$ cat config.mk
export PLATFORM = sky130hd
export DESIGN_NAME = serial_adder
export DESIGN_NICKNAME = d
export VERILOG_FILES = /design/src/rtl/serial_adder.sv
export SDC_FILE = /design/constraint.sdc
export NUM_CORES = 1
export LEC_CHECK = 0
export ABC_CLOCK_PERIOD_IN_PS = 2600
export CAP_MARGIN = 0
export CORE_MARGIN = 1
export CORE_UTILIZATION = 52
export DETAILED_ROUTE_END_ITERATION = 8
export PLACE_DENSITY_LB_ADDON = 0.12
export REMOVE_ABC_BUFFERS = 1
export SLEW_MARGIN = 30
export SYNTH_ARGS = -nofsm -noshare
export SYNTH_HDL_FRONTEND = slang
export SYNTH_SLANG_ARGS = --single-unit
$ cat constraint.sdc
create_clock -name CLK -period 2.6 [get_ports CLK]
set_input_delay 0.39 -clock CLK [delete_from_list [all_inputs] [get_ports CLK]]
set_output_delay 0.39 -clock CLK [all_outputs]
set_load 0.02 [all_outputs]
$ cat src/rtl/serial_adder.sv
`default_nettype none
// +--------------------------------------------------------------------------+
// | Module   : full_adder / serial_adder                                      |
// | Desc     : Bit-serial WIDTH-bit adder, LSB first, through one full adder. |
// |            Optional NZP condition-code output: SERIAL_ADDER_NZP_EN.      |
// | Revision : 1.0 - initial release                                         |
// +--------------------------------------------------------------------------+

module full_adder (
    input  logic a,
    input  logic b,
    input  logic cin,
    output logic sum,
    output logic cout
);
    assign sum  = a ^ b ^ cin;
    assign cout = (a & b) | (cin & (a ^ b));
endmodule

module serial_adder #(
    parameter int WIDTH = 16
) (
    input  logic             CLK,
    input  logic             RST,
    input  logic             START,
    input  logic [WIDTH-1:0] A,
    input  logic [WIDTH-1:0] B,
    input  logic             CYI,
    output logic             BUSY,
    output logic             DONE,
    output logic [WIDTH-1:0] SUM,
    output logic             CYO
`ifdef SERIAL_ADDER_NZP_EN
    ,
    output logic [2:0]       NZP
`endif
);

    localparam int                 c_CNT_W = (WIDTH > 2) ? $clog2(WIDTH) : 1;
    localparam logic [c_CNT_W-1:0] c_LAST  = c_CNT_W'(WIDTH - 1);

    typedef enum logic [0:0] {
        S_IDLE = 1'b0,
        S_RUN  = 1'b1
    } state_t;

    state_t             r_state;
    logic [WIDTH-1:0]   r_a_sh;
    logic [WIDTH-1:0]   r_b_sh;
    logic               r_carry;
    logic [c_CNT_W-1:0] r_cnt;
    logic [WIDTH-2:0]   r_res_sh;

    logic               w_sum_bit;
    logic               w_cout;
    logic [WIDTH-1:0]   w_res_next;

    full_adder u_fa (
        .a    (r_a_sh[0]),
        .b    (r_b_sh[0]),
        .cin  (r_carry),
        .sum  (w_sum_bit),
        .cout (w_cout)
    );

    // Result shifts in from the MSB; after WIDTH bits the LSB result sits at bit 0.
    assign w_res_next = {w_sum_bit, r_res_sh};

`ifdef SERIAL_ADDER_NZP_EN
    logic [2:0] w_nzp_next;
    assign w_nzp_next = w_sum_bit      ? 3'b100 :
                        (~|w_res_next) ? 3'b010 : 3'b001;
`endif

    always_ff @(posedge CLK or posedge RST) begin
        if (RST) begin
            r_state  <= S_IDLE;
            r_a_sh   <= '0;
            r_b_sh   <= '0;
            r_carry  <= 1'b0;
            r_cnt    <= '0;
            r_res_sh <= '0;
            BUSY     <= 1'b0;
            DONE     <= 1'b0;
            SUM      <= '0;
            CYO      <= 1'b0;
`ifdef SERIAL_ADDER_NZP_EN
            NZP      <= 3'b010;
`endif
        end else begin
            DONE <= 1'b0;
            case (r_state)
                S_IDLE: begin
                    if (START) begin
                        r_a_sh  <= A;
                        r_b_sh  <= B;
                        r_carry <= CYI;
                        r_cnt   <= '0;
                        BUSY    <= 1'b1;
                        r_state <= S_RUN;
                    end
                end
                S_RUN: begin
                    r_a_sh   <= {1'b0, r_a_sh[WIDTH-1:1]};
                    r_b_sh   <= {1'b0, r_b_sh[WIDTH-1:1]};
                    r_carry  <= w_cout;
                    r_res_sh <= w_res_next[WIDTH-1:1];
                    r_cnt    <= r_cnt + c_CNT_W'(1);
                    if (r_cnt == c_LAST) begin
                        SUM     <= w_res_next;
                        CYO     <= w_cout;
                        DONE    <= 1'b1;
                        BUSY    <= 1'b0;
                        r_state <= S_IDLE;
`ifdef SERIAL_ADDER_NZP_EN
                        NZP     <= w_nzp_next;
`endif
                    end
                end
                default: r_state <= S_IDLE;
            endcase
        end
    end

endmodule
`default_nettype wire

# == Word-level counts from Yosys, hierarchy flattened ==
# Index checks and enable logic that the tools add are counted.
# totals
regBits,72
latchBits,0
ramBits,0
romBits,0
out_inout_bits,19
wordCells,38
memories,0
# op_classes
addsub,1
mul,0
div,0
magnitude_cmp,0
eq_ne,3
n_shift,0
mux,16
n_bitwise,6
n_reduce_logical,2
# ops
op,n
$pmux W16 S2,2
$mux W16,2
$pmux W4 S2,1
$mux W1,7
$pmux W1 S2,3
$add A4 B1 Y4 const B,1
$eq A4 B4 Y1 const B,1
$mux W4,1
$reduce_and A2 Y1,2
$and A1 B1 Y1,2
$ne A2 B1 Y1 const B,1
$ne A2 B2 Y1 const B,1
$xor A1 B1 Y1,2
$not A1 Y1,1
$or A1 B1 Y1,1

# == Depth between registers and ports, before layout ==
# Gate-level depths: netlist of run 1.
# depth
ltp_word,4
mapped_depth,5
ltp_nobuf,4

# == Modules after synthesis ==
# A second synthesis of run 1 with hierarchy kept.
# hier_totals
cells_unflattened,239
area_unflattened_um2,3055.4
# by_module_without_submodules
module,instances,cells_each,area_each_um2
serial_adder,1,238,3035.4
full_adder,1,1,20.0

# == Worst setup path after synthesis of run 1 ==
# OpenSTA, ideal clock, no wires.
# synth_path
kind,register to register
start,reg r_cnt[0]
end,reg CYO
setup_ns,0.125
arrival_time_ns,1.281
t_required_ns,2.475
slack_ns,1.194
path_stages_with_launch,5
path_buffers,1
synth_period_minus_slack_ns,1.406
cell_sequence,dfrtp_1 ha_1 nand4_4 buf_6 mux2_4
# synth_between
elab_chain_len,2
# synth_rtl
item,line_no,text
"start, declared",51,logic [c_CNT_W-1:0] r_cnt;
"start signal, assigned",108,r_cnt <= r_cnt + c_CNT_W'(1);
$eq A4 B4 Y1,109,if (r_cnt == c_LAST) begin
$reduce_and A2 Y1 (no line),n/a,
"end signal, assigned",111,CYO <= w_cout;
"end, declared",32,output logic CYO
# No other way between the ends.
# A chain may end at the register's enable or synchronous reset.

# == Worst setup path after layout of run 1 ==
# layout_path
start,reg BUSY
end,out BUSY
# layout_rtl
item,line_no,text
"start, declared",29,"output logic BUSY,"
"start signal, assigned",83,BUSY <= 1'b0;
"start signal, assigned",99,BUSY <= 1'b1;
"start signal, assigned",113,BUSY <= 1'b0;
# No word-level cell between the ends.

==> summary.md, run 1 <==
| Metric | Value |
|---|---|
| Status | completed |
| #FFs+latches synth | 72 |
| Synth warnings | 0 |
| Post-CTS Hold Buffers | 0 |
| Fillers | 440 |
| Most common cell after layout, fill and taps aside | dfrtp_1 |
| Dpl hpwl | 3160 um |
| Slew @ Worst Pin | 0.584 ns |
| Hold Crit Class | in2async |
| Mapped Area | 3060 um2 |
| Wire per inst | 13.3 um |
| Max frequency | 0.582 GHz |
| Ratio of cells with drive above 1 in the final layout | 0.182 |
| Num rows | 27 |
| Violation count after the first detailed-route iteration | 53 |
| Fin area | 3820 um2 |
| Multi-input logic area | 1160 um2 |
| Routed vias/inst | 5.07 |
| Max Root-Sink Buffers | 2 |
| Vias in the first global route | 1943 |
| TritonRoute pass-1 iters | 4 |
| Worst-skew pair later-pin latency | 0.33 ns |
| Worst IR Drop VDD | 0.507 mV |
| Met3 wire length | 232 um |
| Critical path cell sequence | clkdlybuf4s50_1 |
| Slew HR | 0.611 |
| Placed cells | 353 |
| Logic pwr share | 0.339 |
| Max-slew violation count | 0 |
| Largest net degree at the start of global routing | 73 |
| Crit path capture | BUSY |
| Final Hold Fails | 0 |
| Gr ovfl total | 0 |
| Fin crit share | 0.660 |
| Area of placed instances | 3640 um2 |
| P_int | 2.75 mW |
| Switching power total | 1.30 mW |
| Critical Path RT | 2.21 ns |
| Top delay family on crit path | buffers and inverters |
| Routed Antenna Nets | 0 |
| Clock root cell | clkbuf_8 |
| Core area | 5570 um2 |
| FF-to-FF setup slack | 0.99 ns |
| CTS tree | done |
| Sw frac | 0.320 |
| Most frequent cells in the layout | dfrtp_1, clkdlybuf4s50_1, mux2i_1, nand2_1, o21ai_0 |
| Setup TNS | 0 ns |
| FF+latch area | 1800 um2 |
| Worst Path Max Fanout | 3 |
| Crit-path slowest cell | clkdlybuf4s50_1 |
| Startpoint types | flop |
| Reg power frac | 0.470 |
| Full die area | 6190 um2 |
| Post-Syn Instances | 239 |
| Final core utilization | 0.685 |
| Final WL | 4910 um |
| CTS Buf Count | 9 |
| Die Width | 78.7 um |
| Routed via count | 1870 |
| Fin Hold WS | 0.393 ns |
| Register area share after synthesis | 0.589 |
| Max-cap violations | 0 |
| CTS clk-pin slew, worst paths | 0.07 ns |
| Yosys cell types | 22 |
| Buffers and inverters on the worst path | 1 |
| Levels on crit path | 1 |
| CTS sink count | 72 |
| Type of element capturing the critical path | primary output |
| Clock share of power | 0.191 |
| Ports | 55 |
| Critical Path Max Stage Delay | 0.61 ns |
| Final Non-Filler Cells | 369 |
| First-pass GRT wire length | 8760 um |
| Final setup violation count | 0 |
| GP Congestion | 0.659 |
| Initial core utilization | 0.548 |
| Antenna violations before repair | 0 |
| FF-to-FF End | SUM[6] |
| Worst Clk Skew | 0.00876 ns |
| RSZ-0062 raised after global routing | no |
| M1 WL | 2290 um |
| Post-Syn Area per Cell | 12.8 um2 |
| Static Leak | 1.81 nW |
| Start of the worst register-to-register path | r_state |
| Power Dens Cells | 1060 nW/um2 |
| Final nets | 330 |
| Arr. time, crit path | 1.33 ns |
| Die Y | 78.7 um |
| Post_cts resized | 0 |
| Worst setup startpoint | BUSY |
| Input/output buffers | 54 |
| Post-route DRC | 0 |
| Area Overhead vs Synth | 25.0% |
| DR top layer | met4 |
| Setup CP Type | reg2out |
| Reg2reg path depth | 2 |
| Final min period | 1.72 ns |
| Global Route Usage Sum | 0.189 |
| CTS HTree Levels | 3 |
| WL met2 | 2330 um |
| Post-CTS Setup Bufs | 0 |
| # diodes | 0 |
[cells by family (layout without fill, tap and decap cells)]
group	count (synthesis)	in the layout	synth area share
flip-flops	72	72	0.589
multiplexers	66	66	0.240
buffers and inverters	17	75	0.0307
AND/OR/NAND/NOR	45	45	0.0647
AO/OA/AOI/OAI	35	35	0.0585
XOR/XNOR	2	2	0.00573
adder cells (fa/ha/maj)	2	2	0.0106
[worst min-delay path by stage]
stage | startpoint | end | cells past startpoint
4_1_cts | RST | DONE | 2
5_1_grt | RST | r_res_sh[1] | 2
6_report | RST | r_res_sh[0] | 2
2_1_floorplan | r_a_sh[1] | r_a_sh[0] | 2
3_3_place_gp | r_b_sh[10] | r_b_sh[9] | 2
3_5_place_dp | r_a_sh[3] | r_a_sh[2] | 2
[power by group through the flow]
stage	registers (mW)	logic (mW)	clock network (mW)
finish	1.90	1.37	0.774
global route	1.97	1.53	0.849
CTS	1.91	1.40	0.803
detailed placement	1.93	1.39	0
global placement	1.91	1.36	0
floorplan	2.09	0.731	0
[per-layer routing]
layer	GRT usage	up-vias
met5	0	-
met4	0.0722	0
met3	0.0663	6
met2	0.307	42
met1	0.231	896
li1	-	926
[area by class of cell]
type / instances / area share
repair buffers: 57 / 0.153
multi-input cells: 150 / 0.304
flip-flops and latches: 72 / 0.472
well taps: 72 / 0.0236
inverters: 2 / 0.00197
clock inverters: 4 / 0.00524
clock buffers: 12 / 0.0406
[stage by stage]
stage | worst slack [ns] | power, mW
after floorplan | -0.168 | 2.82
after global placement | 1.01 | 3.27
after detailed placement | 1.01 | 3.32
after CTS | 0.850 | 4.11
after global routing | 0.817 | 4.36
final | 0.883 | 4.05
[registers in the layout (all words and copies together) (netlist names)]
signal	flops
r_state	1
BUSY	1
r_cnt	4
DONE	1
r_carry	1
r_b_sh	16
r_a_sh	16
SUM	16
CYO	1
r_res_sh	15
[Yosys cell counts (all sizes together)]
cell	count	area (um2)
or2b	1	7.51
a22o	1	8.76
nand4	1	21.3
xor2	1	8.76
nor2	5	18.8
dfrtp	72	1800
o21ai	33	165
xnor2	1	8.76
nand2	34	128
nand2b	2	12.5
buf	13	78.8
ha	1	12.5
mux2	32	394
nand3	2	10.0
mux2i	34	340
fa	1	20.0
inv	2	7.51
clkbuf	2	7.51
a21oi	1	5.00
Power figures use the tool's default switching activity.
==> run 2: changes to the inputs <==
ABC_CLOCK_PERIOD_IN_PS = 1410   (was 2600)
CORE_UTILIZATION = 47   (was 52)
clock period = 1.41 ns   (was 2.6 ns; I/O delays follow)
==> run 2 against run 1 <==
Against the previous run:
- sequential share of layout area down 1.4 points
- setup slack got worse by 0.81 ns
- non-clock buffer count rose by 8
- first-iteration DRC count is 15% higher
- worst hold slack worse by 0.23 ns
- critical endpoint is now SUM[2]
- combinational power increased by 85%
- critical path depth up 3
- count of clock-buffer cells in the layout is 1 higher
- largest cell class unchanged
- wire length grew 1.3%
==> summary.md, run 2 (synthesis gave the netlist of run 1 again) <==
| Metric | Value |
|---|---|
| Status | completed |
| Final min period | 1.34 ns |
| Die Y | 82.6 um (+5.1%) |
| Critical Path Max Stage Delay | 0.38 ns (-0.23 ns) |
| Slew HR | 0.753 (+0.142) |
| Reg2reg path depth | 4 (+2) |
| Max frequency | 0.748 GHz |
| Final Hold Fails | 0 (unchanged) |
| Dpl hpwl | 3290 um (+4.2%) |
| Max-slew violation count | 0 (unchanged) |
| Clock root cell | clkbuf_8 |
| CTS tree | done |
| Setup CP Type | reg2reg |
| Placed cells | 366 (+3.7%) |
| Worst Path Max Fanout | 5 (+2) |
| Levels on crit path | 4 (+3) |
| CTS HTree Levels | 3 (unchanged) |
| Ports | 55 (unchanged) |
| Routed Antenna Nets | 0 (unchanged) |
| Full die area | 6830 um2 (+10%) |
| Arr. time, crit path | 1.55 ns (+0.22 ns) |
| Vias in the first global route | 1830 (-5.8%) |
| CTS Buf Count | 9 (unchanged) |
| Post-route DRC | 0 (unchanged) |
| Routed via count | 1932 (+3.3%) |
| Max-cap violations | 0 (unchanged) |
| Final core utilization | 0.624 (-0.0614) |
| CTS clk-pin slew, worst paths | 0.07 ns (about the same) |
| Area Overhead vs Synth | 28.9% |
| Worst-skew pair later-pin latency | 0.33 ns (about the same) |
| Initial core utilization | 0.484 (-0.0642) |
| Hold Crit Class | in2async |
| Startpoint types | flop |
| TritonRoute pass-1 iters | 4 (unchanged) |
| Core area | 6310 um2 (+13%) |
| Antenna violations before repair | 0 (unchanged) |
| Input/output buffers | 54 (unchanged) |
| Gr ovfl total | 0 (unchanged) |
| Top delay family on crit path | flip-flops |
| Die Width | 82.6 um (+5.1%) |
| Final Non-Filler Cells | 382 (+3.5%) |
| DR top layer | met4 |
| Buffers and inverters on the worst path | 1 (unchanged) |
| Final setup violation count | 0 (unchanged) |
| M1 WL | 2360 um (+2.8%) |
| Critical Path RT | 1.63 ns (-0.58 ns) |
| GP Congestion | 0.657 (-0.36%) |
| Violation count after the first detailed-route iteration | 61 (+15%) |
| Worst IR Drop VDD | 0.973 mV (+92%) |
| Worst Clk Skew | 0.00676 ns (-0.00200 ns) |
| First-pass GRT wire length | 8310 um (-5.0%) |
| Slew @ Worst Pin | 0.370 ns (-0.214 ns) |
| Power Dens Cells | 1930 nW/um2 (+82%) |
| Ratio of cells with drive above 1 in the final layout | 0.203 (+0.0215) |
| Most frequent cells in the layout | dfrtp_1, mux2i_1, nand2_1, clkdlybuf4s50_1, o21ai_0 |
| Num rows | 29 (+7.4%) |
| Regs by FF count | SUM x16, r_a_sh x16, r_b_sh x16 |
| Critical path cell sequence | ha_2 > nand4_4 > buf_4 > mux2_4 |
| # diodes | 0 (unchanged) |
| Type of element capturing the critical path | flop |
| Crit-path slowest cell | dfrtp_1 |
| Final WL | 4970 um (+1.3%) |
| WL met2 | 2270 um (-2.8%) |
| Met3 wire length | 261 um (+13%) |
| CTS sink count | 72 (unchanged) |
| Final nets | 338 (+2.4%) |
| Most common cell after layout, fill and taps aside | dfrtp_1 |
| Routed vias/inst | 5.06 (-0.20%) |
| Largest net degree at the start of global routing | 74 (+1.4%) |
| Static Leak | 1.93 nW (+6.7%) |
| Global Route Usage Sum | 0.167 (-0.0222) |
| Fin crit share | 0.949 |
| Wire per inst | 13.0 um (-2.1%) |
| Max Root-Sink Buffers | 2 (unchanged) |
| RSZ-0062 raised after global routing | no |
==> run 2: cell types whose count changed in the layout (fill, tap and decap cells not counted), sizes merged <==
cell / delta
buf: +8
clkinv: -2
clkbuf: +1
clkdlybuf4s50: -19
bufinv: +1
dlygate4sd2: +19
==> run 2: layer usage <==
metal / vias up / global-route usage
li1: 947 / -
met1: 931 / 0.217
met2: 46 / 0.245
met3: 8 / 0.0505
met4: 0 / 0.0983
met5: - / 0
==> run 2: through the flow <==
step	power, mW	worst slack, ns	instance area (um2)	TNS, ns	hold WS (ns)
after floorplan	5.19	-1.36	2970	-102.82	0.319
after global placement	6.15	0.0683	3760	0	0.464
after detailed placement	6.22	0.0432	3760	0	0.468
after CTS	7.70	0.0315	3940	0	0.161
after global routing	8.13	0.0206	3940	0	0.193
final	7.59	0.0724	3940	0	0.166
==> run 2: path summary, 6_finish.rpt <==
path	startpoint	endpoint	slack, ns
worst max-delay path	r_cnt[1]	SUM[2]	0.07
worst min-delay path	RST	r_cnt[3]	0.17
worst max register to register	r_cnt[1]	SUM[2]	0.07
worst min register to register	r_b_sh[2]	r_b_sh[1]	0.48
max in group asynchronous	RST	r_cnt[1]	0.68
min in group CLK	START	r_cnt[1]	0.29
==> run 2: area by class of cell <==
cell class / count / area, um2
clock buffers: 13 / 159
clock inverters: 3 / 40.0
inverters: 2 / 7.51
flip-flops and latches: 72 / 1800
well taps: 77 / 96.3
multi-input cells: 150 / 1160
fillers: 531 / 2370
repair buffers: 65 / 669
==> run 2: report_power, final <==
part	leakage (nW)	internal [mW]	switching [mW]	total [mW]
Clock	0.103	0.910	0.715	1.62
Combinational	0.895	1.36	1.18	2.54
Sequential	0.931	2.92	0.509	3.43
==> run 2: repair_timing <==
item | 4_1_cts | 5_1_grt
endpoints found under the setup margin | 19 | 4
setup buffers | 0 | 0
gates resized for setup | 19 | 1
hold buffers | 0 | 0
endpoints found under the hold margin | 0 | 0
==> run 3: changes to the inputs <==
CAP_MARGIN = 25   (was 0)
CTS_CLUSTER_SIZE = 12   (was unset)
TNS_END_PERCENT = 50   (was unset)
==> results of run 3 <==
The final DEF is identical to that of run 2; final timing and power are the same.
